**config.mk**
```make
export PLATFORM = sky130hd
export DESIGN_NAME = maxpool_seq_ctrl
export DESIGN_NICKNAME = d
export VERILOG_FILES = /design/src/rtl/maxpool_seq_ctrl.sv
export SDC_FILE = /design/constraint.sdc
export NUM_CORES = 1
export LEC_CHECK = 0
export CAP_MARGIN = 15
export CORE_MARGIN = 5
export CORE_UTILIZATION = 57
export CTS_BUF_LIST = sky130_fd_sc_hd__clkbuf_2 sky130_fd_sc_hd__clkbuf_4 sky130_fd_sc_hd__clkbuf_8
export CTS_CLUSTER_DIAMETER = 40
export DETAILED_ROUTE_END_ITERATION = 8
export HOLD_SLACK_MARGIN = 0.12
export PLACE_DENSITY = 0.9
export SYNTH_ARGS = -nofsm -noshare
export SYNTH_HDL_FRONTEND = slang
export SYNTH_SLANG_ARGS = --single-unit
export TNS_END_PERCENT = 10
```
**constraint.sdc**
```tcl
create_clock -name clk -period 5.5 [get_ports clk]
set_input_delay 1.375 -clock clk [delete_from_list [all_inputs] [get_ports clk]]
set_output_delay 1.375 -clock clk [all_outputs]
set_load 0.03 [all_outputs]
```
**src/rtl/maxpool_seq_ctrl.sv**
```systemverilog
// maxpool_seq_ctrl: streamed 2D max-pool sequencer.
// Walks each POOL_SIZE x POOL_SIZE window of an H_IN x W_IN x CH feature map.
// It issues one read per window element and reduces each window with a running
// signed comparator. It writes one result per window.
// Optional build macro: MAXPOOL_CTRL_RELU_EN clamps negative results to zero
// (fused ReLU). When it is not defined, the raw signed maximum is written.
module maxpool_seq_ctrl #(
  parameter int H_IN      = 32,
  parameter int W_IN      = 32,
  parameter int CH        = 28,
  parameter int POOL_SIZE = 2,
  parameter int ADDR_W    = 15,
  parameter int DATA_W    = 32
) (
  input  logic                     clk,
  input  logic                     rst_n,
  input  logic                     start,
  output logic                     busy,
  output logic                     done,
  output logic                     rd_en,
  input  logic                     rd_ready,
  output logic [ADDR_W-1:0]        rd_addr,
  input  logic signed [DATA_W-1:0] rd_data,
  output logic                     wr_en,
  output logic [ADDR_W-1:0]        wr_addr,
  output logic [DATA_W-1:0]        wr_data
);

  localparam int H_OUT = H_IN / POOL_SIZE;
  localparam int W_OUT = W_IN / POOL_SIZE;
  localparam int OH_W  = (H_OUT > 1) ? $clog2(H_OUT) : 1;
  localparam int OW_W  = (W_OUT > 1) ? $clog2(W_OUT) : 1;
  localparam int OC_W  = (CH > 1) ? $clog2(CH) : 1;
  localparam int P_W   = $clog2(POOL_SIZE);

  typedef enum logic [1:0] {S_IDLE, S_RUN, S_DRAIN, S_DONE} state_t;

  state_t state_q, state_d;

  logic [OH_W-1:0] oh_q;
  logic [OW_W-1:0] ow_q;
  logic [OC_W-1:0] oc_q;
  logic [P_W-1:0]  ph_q, pw_q;

  logic                     rsp_vld_q, rsp_first_q, rsp_last_q;
  logic [ADDR_W-1:0]        rsp_waddr_q;
  logic signed [DATA_W-1:0] acc_q, win_max;
  logic [DATA_W-1:0]        result;
  logic                     wr_en_q;
  logic [ADDR_W-1:0]        wr_addr_q;
  logic [DATA_W-1:0]        wr_data_q;

  logic rd_fire, pw_last, ph_last, oc_last, ow_last, oh_last, last_read;

  assign rd_fire   = rd_en && rd_ready;
  assign pw_last   = (pw_q == P_W'(POOL_SIZE - 1));
  assign ph_last   = (ph_q == P_W'(POOL_SIZE - 1));
  assign oc_last   = (oc_q == OC_W'(CH - 1));
  assign ow_last   = (ow_q == OW_W'(W_OUT - 1));
  assign oh_last   = (oh_q == OH_W'(H_OUT - 1));
  assign last_read = rd_fire && pw_last && ph_last && oc_last && ow_last && oh_last;

  // Read address of the current window element: ((h*W_IN)+w)*CH+c.
  assign rd_addr = ADDR_W'((((int'(oh_q) * POOL_SIZE + int'(ph_q)) * W_IN)
                            + int'(ow_q) * POOL_SIZE + int'(pw_q)) * CH + int'(oc_q));

  // FSM state register.
  // NOTE: the reset is synchronous, so it is sampled inside the clocked block only.
  always_ff @(posedge clk) begin
    if (!rst_n) state_q <= S_IDLE;
    else        state_q <= state_d;
  end

  // Next-state logic and state-decoded outputs.
  // NOTE: every output gets a default first, so no path leaves a latch behind.
  always_comb begin
    state_d = state_q;
    busy    = 1'b0;
    done    = 1'b0;
    rd_en   = 1'b0;
    unique case (state_q)
      S_IDLE:  if (start) state_d = S_RUN;
      S_RUN: begin
        busy  = 1'b1;
        rd_en = 1'b1;
        if (last_read) state_d = S_DRAIN;
      end
      // Only the final window's write can still be outstanding here.
      S_DRAIN: begin
        busy = 1'b1;
        if (wr_en_q) state_d = S_DONE;
      end
      S_DONE: begin
        done    = 1'b1;
        state_d = S_IDLE;
      end
      default: state_d = S_IDLE;
    endcase
  end

  // Loop counters oh, ow, oc, ph, pw (innermost last). They advance only on accepted reads.
  // NOTE: sequential state uses non-blocking assignments so all registers update together.
  always_ff @(posedge clk) begin
    if (!rst_n || state_q == S_IDLE) begin
      oh_q <= '0;
      ow_q <= '0;
      oc_q <= '0;
      ph_q <= '0;
      pw_q <= '0;
    end else if (rd_fire) begin
      if (!pw_last) pw_q <= pw_q + 1'b1;
      else begin
        pw_q <= '0;
        if (!ph_last) ph_q <= ph_q + 1'b1;
        else begin
          ph_q <= '0;
          if (!oc_last) oc_q <= oc_q + 1'b1;
          else begin
            oc_q <= '0;
            if (!ow_last) ow_q <= ow_q + 1'b1;
            else begin
              ow_q <= '0;
              oh_q <= oh_last ? '0 : oh_q + 1'b1;
            end
          end
        end
      end
    end
  end

  // Tag each accepted read so that its data, which arrives one cycle later, knows its window role.
  always_ff @(posedge clk) begin
    if (!rst_n) begin
      rsp_vld_q   <= 1'b0;
      rsp_first_q <= 1'b0;
      rsp_last_q  <= 1'b0;
      rsp_waddr_q <= '0;
    end else begin
      rsp_vld_q   <= rd_fire;
      rsp_first_q <= (ph_q == '0) && (pw_q == '0);
      rsp_last_q  <= ph_last && pw_last;
      rsp_waddr_q <= ADDR_W'(((int'(oh_q) * W_OUT) + int'(ow_q)) * CH + int'(oc_q));
    end
  end

  // Running comparator. The first element loads; a later element replaces only if it is strictly
  // greater, so among equal values the first maximum is kept.
  always_comb begin
    win_max = acc_q;
    if (rsp_first_q || rd_data > acc_q) win_max = rd_data;
`ifdef MAXPOOL_CTRL_RELU_EN
    result = win_max[DATA_W-1] ? '0 : win_max;
`else
    result = win_max;
`endif
  end

  // Accumulator and result write port, registered one cycle after the window's last data.
  always_ff @(posedge clk) begin
    if (!rst_n) begin
      acc_q     <= '0;
      wr_en_q   <= 1'b0;
      wr_addr_q <= '0;
      wr_data_q <= '0;
    end else begin
      wr_en_q <= rsp_vld_q && rsp_last_q;
      if (rsp_vld_q) acc_q <= win_max;
      if (rsp_vld_q && rsp_last_q) begin
        wr_addr_q <= rsp_waddr_q;
        wr_data_q <= result;
      end
    end
  end

  assign wr_en   = wr_en_q;
  assign wr_addr = wr_addr_q;
  assign wr_data = wr_data_q;

endmodule
```
==> results.toml, run 1 <==
[run_status]
status = "finished, final reports clean"

[critical_path]
critical_path_class = "register to output pin"
cp_max_fo = 4
cp-start-kind = "register"
worstPathArrival_ns = 4.09
crit_required_ns = 4.12
end_kind = "output pin"

[timing]
holdWs_ns = 0.4344
maxSlewViolCount = 0
hold_viol = 0
grt_setup_unrepaired = "yes"
fin_ws_ns = 0.03709
clock.fmax_mhz = 183.1
setup_violations = 0
finalCriticalPeriod_ns = 5.463
period_share_pct = 99.33
tightestPinTransition_ns = 0.7255
finClkSkew_ns = 0.01144
slew-limit-headroom_pct = 51.46

[floorplan]
die_area_um2 = 14770
start_util_pct = 58.55
core-area_um2 = 12110
die_y_um = 121.5
fp-row-count = 40
fp.dieW_um = 121.5
io-pin-count = 102

[synthesis]
syn_inst = 822
synth_seq_area_share_pct = 31.90
synthArstFlopShare_pct = 0
synthesis.nets = 937
synth_top_area_share_pct = 31.90
synth-seq-cells = 113
synth_area_um2 = 7092
synthTopCellsByArea = "dfxtp_1 (32%), ha_1 (11%), nand2_1 (6.1%)"
synth_top_flop_cell = "dfxtp_1"
synth_top_cell_by_area = "dfxtp_1"
yosysWarnings = 0
synth_cell_type_count = 65
avgSynthCellArea_um2 = 8.627
synth_edf_count = 0

[clock_tree]
cts_tree = "done"
clk_latency_ns = 0.44
clk_pin_slew_ns = 0.07
ctsRootBufferMaster = "clkbuf_8"
cts_setup_buffers = 0
postCtsHoldBufs = 0
cts_made_buffers = 17
cts-htree-levels = 4
cts.sinks = 113
ctsLongestPathBuffers = 2

[power]
combinationalPowerShare_pct = 15.0
p_sw_uw = 565.8
switching_share_pct = 25.90
intPower_mw = 1.619
power_density_nw_per_um2 = 250.7
seqPwrFrac_pct = 39.3
p_leak_nw = 3.524
clock_power_share_pct = 45.7
power_mw = 2.184
ir_drop_mv = 0.1821

[global_routing]
grt_max_degree = 67
grt_pass1_vias = 6286
grt_overflow = 0
antenna_found_initial = 0
grt_pass1_wl_um = 29100
grt.total_usage_pct = 24.11

[detailed_routing]
ant_nets = 0
vias_per_cell = 5.786
wl_um = 17550
dr_total_vias = 6295
drcViolationCount = 0
dr.pass1.iters = 5
drt_iter0_drc = 489
wl_per_cell_um = 16.13

[cells_and_area]
fin_nets = 1022
final_util_pct = 71.94
antenna_cells = 0
fillers = 869
drive_above_1_share_pct = 10.65
final_cell_mix = "nand2_1 (115), dfxtp_1 (111), clkdlybuf4s50_1 (96)"
area.growth.synth_to_final_pct = 22.87
final_common_cell = "nand2_1"

[run]
cap_violations = 0

[place]
port_buffers = 100
routabilityCongestion = 0.8560
hpwlAfterDp_um = 12100
pre_cts_ws_ns = 0.1750

[hold_path]
hold_class = "register to register"
[worst max-delay path, stage by stage, from the launching register on]
cell	delay, ns
dfxtp_1	0.45
fa_1	0.53
ha_1	0.35
a211o_1	0.32
a21o_1	0.20
a21o_1	0.20
a2111oi_2	0.36
a311oi_1	0.14
or3b_1	0.41
a221o_1	0.35
dlygate4sd2_1	0.35
[logic make-up (layout without fill, tap and decap cells)]
group           Yosys count  after routing  synth area share (%)
compound gates          178            178                 18.67
fa+ha+maj                79             79                 15.53
flops                   113            113                 31.90
simple gates            294            294                 19.81
mux                      35             35                 4.940
xor+xnor                 25             25                 3.088
other cells               1              1               0.05288
buf+inv                  97            195                 6.016
[registers in the layout (all words and copies together) (netlist names), 2 cells and up]
register     cells
acc_q           32
oc_q             5
oh_q             4
ow_q             4
rsp_waddr_q     14
state_q          2
wr_addr         14
wr_data         32
[layer usage]
metal / routed length, um / global-route usage [%] / vias to the layer above
met5: 0 / 0 / -
met2: 8724 / 41.83 / 209
met1: 7383 / 29.19 / 2980
met4: 445 / 9.454 / 0
met3: 994 / 5.107 / 45
li1: - / - / 3061
[Yosys cell counts (6+ instances only)]
| cell type | n |
|---|---|
| dfxtp_1 | 113 |
| o211ai_1 | 7 |
| buf_6 | 6 |
| nor4_1 | 35 |
| o21ai_0 | 44 |
| nor3_1 | 10 |
| a211oi_2 | 31 |
| nor2_1 | 72 |
| mux2i_1 | 35 |
| fa_1 | 15 |
| a21oi_1 | 50 |
| clkbuf_1 | 34 |
| xnor2_1 | 9 |
| nand4_1 | 9 |
| ha_1 | 64 |
| and2_1 | 10 |
| xor2_1 | 16 |
| nand2_1 | 116 |
| nand3_1 | 11 |
| a211oi_1 | 7 |
| a21o_1 | 9 |
| inv_1 | 46 |
[power by group through the flow]
stage / logic (mW) / registers (mW) / clock network (mW)
after CTS: 0.326 / 0.859 / 0.998
after global routing: 0.359 / 0.862 / 1.04
after detailed placement: 0.322 / 0.877 / 0
after global placement: 0.314 / 0.877 / 0
final: 0.327 / 0.859 / 0.998
after floorplan: 0.225 / 0.874 / 0
[final timing paths]
path,cells after the start,startpoint,endpoint,slack (ns)
setup reg to reg,11,ow_q[0],rsp_waddr_q[12],1.95
setup / recovery,10,ow_q[2],rd_addr[14],0.04
hold reg to reg,2,rsp_waddr_q[1],wr_addr[1],0.43
hold / removal,2,rsp_waddr_q[1],wr_addr[1],0.43
[layout make-up]
type | instances | area, um^2 | share of cell area [%]
clock inverter | 9 | 198.9 | 2.283
timing repair buffer | 116 | 1120 | 12.85
sequential | 113 | 2265 | 25.99
tap | 168 | 210.2 | 2.412
clock buffer | 23 | 310.3 | 3.561
inverter | 47 | 176.4 | 2.025
multi-input combinational | 612 | 4433 | 50.88
[repair_timing]
action,4_1_cts,5_1_grt
gates resized for setup,4,4
setup endpoints to repair,2,4
pin swaps,0,0
[metrics by stage]
| step | instance area [um^2] | cells | TNS, ns |
|---|---|---|---|
| after detailed placement | 8175 | 1056 | 0 |
| after global placement | 8175 | 1056 | 0 |
| after floorplan | 7092 | 822 | 0 |
| final | 8713 | 1088 | 0 |
| after global routing | 8713 | 1088 | -0.1968 |
| after CTS | 8702 | 1088 | 0 |
Power figures use the tool's default switching activity.
==> run 2, diff against run 1 <==
--- a/config.mk
+++ b/config.mk
@@ -6,13 +6,14 @@
 export NUM_CORES = 1
 export LEC_CHECK = 0
 export CAP_MARGIN = 15
-export CORE_MARGIN = 5
+export CORE_MARGIN = 4
 export CORE_UTILIZATION = 57
 export CTS_BUF_LIST = sky130_fd_sc_hd__clkbuf_2 sky130_fd_sc_hd__clkbuf_4 sky130_fd_sc_hd__clkbuf_8
 export CTS_CLUSTER_DIAMETER = 40
 export DETAILED_ROUTE_END_ITERATION = 8
 export HOLD_SLACK_MARGIN = 0.12
 export PLACE_DENSITY = 0.9
+export SLEW_MARGIN = 25
 export SYNTH_ARGS = -nofsm -noshare
 export SYNTH_HDL_FRONTEND = slang
 export SYNTH_SLANG_ARGS = --single-unit
==> results.toml, run 2 (synthesis gave the netlist of run 1 again) <==
[clock_tree]
cts_made_buffers = 17
clk_latency_ns = 0.44
cts_tree = "done"
cts.sinks = 113
ctsLongestPathBuffers = 2
clk_pin_slew_ns = 0.08
cts-htree-levels = 4
cts_setup_buffers = 0
ctsRootBufferMaster = "clkbuf_8"

[global_routing]
grt_max_degree = 68
antenna_found_initial = 0
grt_overflow = 0
grt.total_usage_pct = 25.38
grt_pass1_wl_um = 29890
grt_pass1_vias = 6381

[floorplan]
die_y_um = 119.5
io-pin-count = 102
core-area_um2 = 12110
start_util_pct = 58.55
fp.dieW_um = 119.5
die_area_um2 = 14290
fp-row-count = 40

[timing]
tns_ns = 0
setup_violations = 0
tightestPinTransition_ns = 0.7796
fin_ws_ns = 0.1521
clock.fmax_mhz = 187.0
hold_viol = 0
finClkSkew_ns = 0.01235
slew-limit-headroom_pct = 47.84
maxSlewViolCount = 0
period_share_pct = 97.23
grt_setup_unrepaired = "yes"
finalCriticalPeriod_ns = 5.348

[hold_path]
hold_class = "register to register"
min_path_cells = 2
hp-start = "rsp_waddr_q[1]"
whs_endpoint = "wr_addr[1]"

[cells_and_area]
final_common_cell = "nand2_1"
antenna_cells = 0
final_util_pct = 71.41
fillers = 866
fin_area_um2 = 8648
layout.cells.non_filler = 1090
area.growth.synth_to_final_pct = 21.95
drive_above_1_share_pct = 10.85
fin_nets = 1024
final_cell_mix = "nand2_1 (115), dfxtp_1 (110), clkdlybuf4s50_1 (95)"

[detailed_routing]
vias_per_cell = 5.781
wl_um = 17670
wl_per_cell_um = 16.21
dr_total_vias = 6301
drcViolationCount = 0
ant_nets = 0
dr.pass1.iters = 5
drt_iter0_drc = 563

[critical_path]
reg2reg_from = "ow_q[0]"
reg2reg_slack_ns = 1.93
cp_max_fo = 6
end_kind = "output pin"
cp-start-kind = "register"
critical_path_class = "register to output pin"
crit_required_ns = 4.12
worstPathArrival_ns = 3.97
r2r-end = "rsp_waddr_q[12]"
rr_worst_depth = 11

[place]
pre_cts_ws_ns = 0.1891
port_buffers = 100
hpwlAfterDp_um = 12200
routabilityCongestion = 0.8690
post-place-cells = 1058
place_area_um2 = 8190

[run]
cap_violations = 0

[power]
p_leak_nw = 3.523
power_density_nw_per_um2 = 239.1
ir_drop_mv = 0.2814

[run_status]
status = "finished, final reports clean"
run 2: changes by cell type in the layout (fill, tap and decap cells not counted), moves of 2 or more:
cell       change
clkinv_2       +2
buf_4          +2
bufinv_16      -2
clkbuf_8       -2
run 2: repair_timing:
item,4_1_cts,5_1_grt
resized for setup,5,5
endpoints found under the setup margin,2,4
hold buffers,0,0
endpoints found under the hold margin,0,0
run 2: how the worst max path moves through the flow:
stage                        to  slack [ns]     from  depth (start not counted)
floorplan           rd_addr[14]        0.80  ow_q[2]                          9
global placement    rd_addr[14]        0.25  ow_q[1]                         11
detailed placement  rd_addr[14]        0.19  ow_q[1]                         11
CTS                 rd_addr[14]       0.008  ow_q[1]                         11
global route        rd_addr[14]      -0.007  ow_q[1]                         11
finish              rd_addr[14]        0.15  ow_q[1]                         11
run 2: critical path: stages (launching register included):
cell       delay, ns
dfxtp_2         0.36
buf_4           0.15
fa_1            0.50
ha_1            0.39
o21a_1          0.24
a21o_1          0.22
a21o_1          0.20
a2111oi_2       0.38
a311oi_1        0.13
or3b_1          0.41
a221o_1         0.36
clkbuf_2        0.19
run 2: power breakdown:
group          leakage, nW  internal, mW  switching, mW  total (mW)
Clock                0.229         0.538          0.341       0.879
Sequential           0.913         0.841         0.0186       0.859
Combinational         2.38         0.128          0.201       0.329
Total                 3.52          1.51          0.561        2.07
run 2: layout make-up:
cell class | instances | area [um^2] | area share, %
Tap cell | 168 | 210.2 | 2.431
Timing Repair Buffer | 118 | 1134 | 13.11
Multi-Input combinational cell | 612 | 4415 | 51.06
Clock buffer | 22 | 290.3 | 3.356
Inverter | 47 | 176.4 | 2.040
Sequential cell | 113 | 2266 | 26.20
Clock inverter | 10 | 156.4 | 1.808
run 2: metal layers:
metal	wire length (um)	track usage (%)
met5	0	0
met4	605	12.31
met3	895	4.336
met2	8727	43.33
met1	7439	31.03
run 2: per-stage QoR:
stage	power (mW)	hold WS, ns
after global placement	1.192	0.4194
after floorplan	1.099	0.4174
after CTS	2.072	0.4370
after global routing	2.148	0.4520
after detailed placement	1.200	0.4268
final	2.068	0.4343
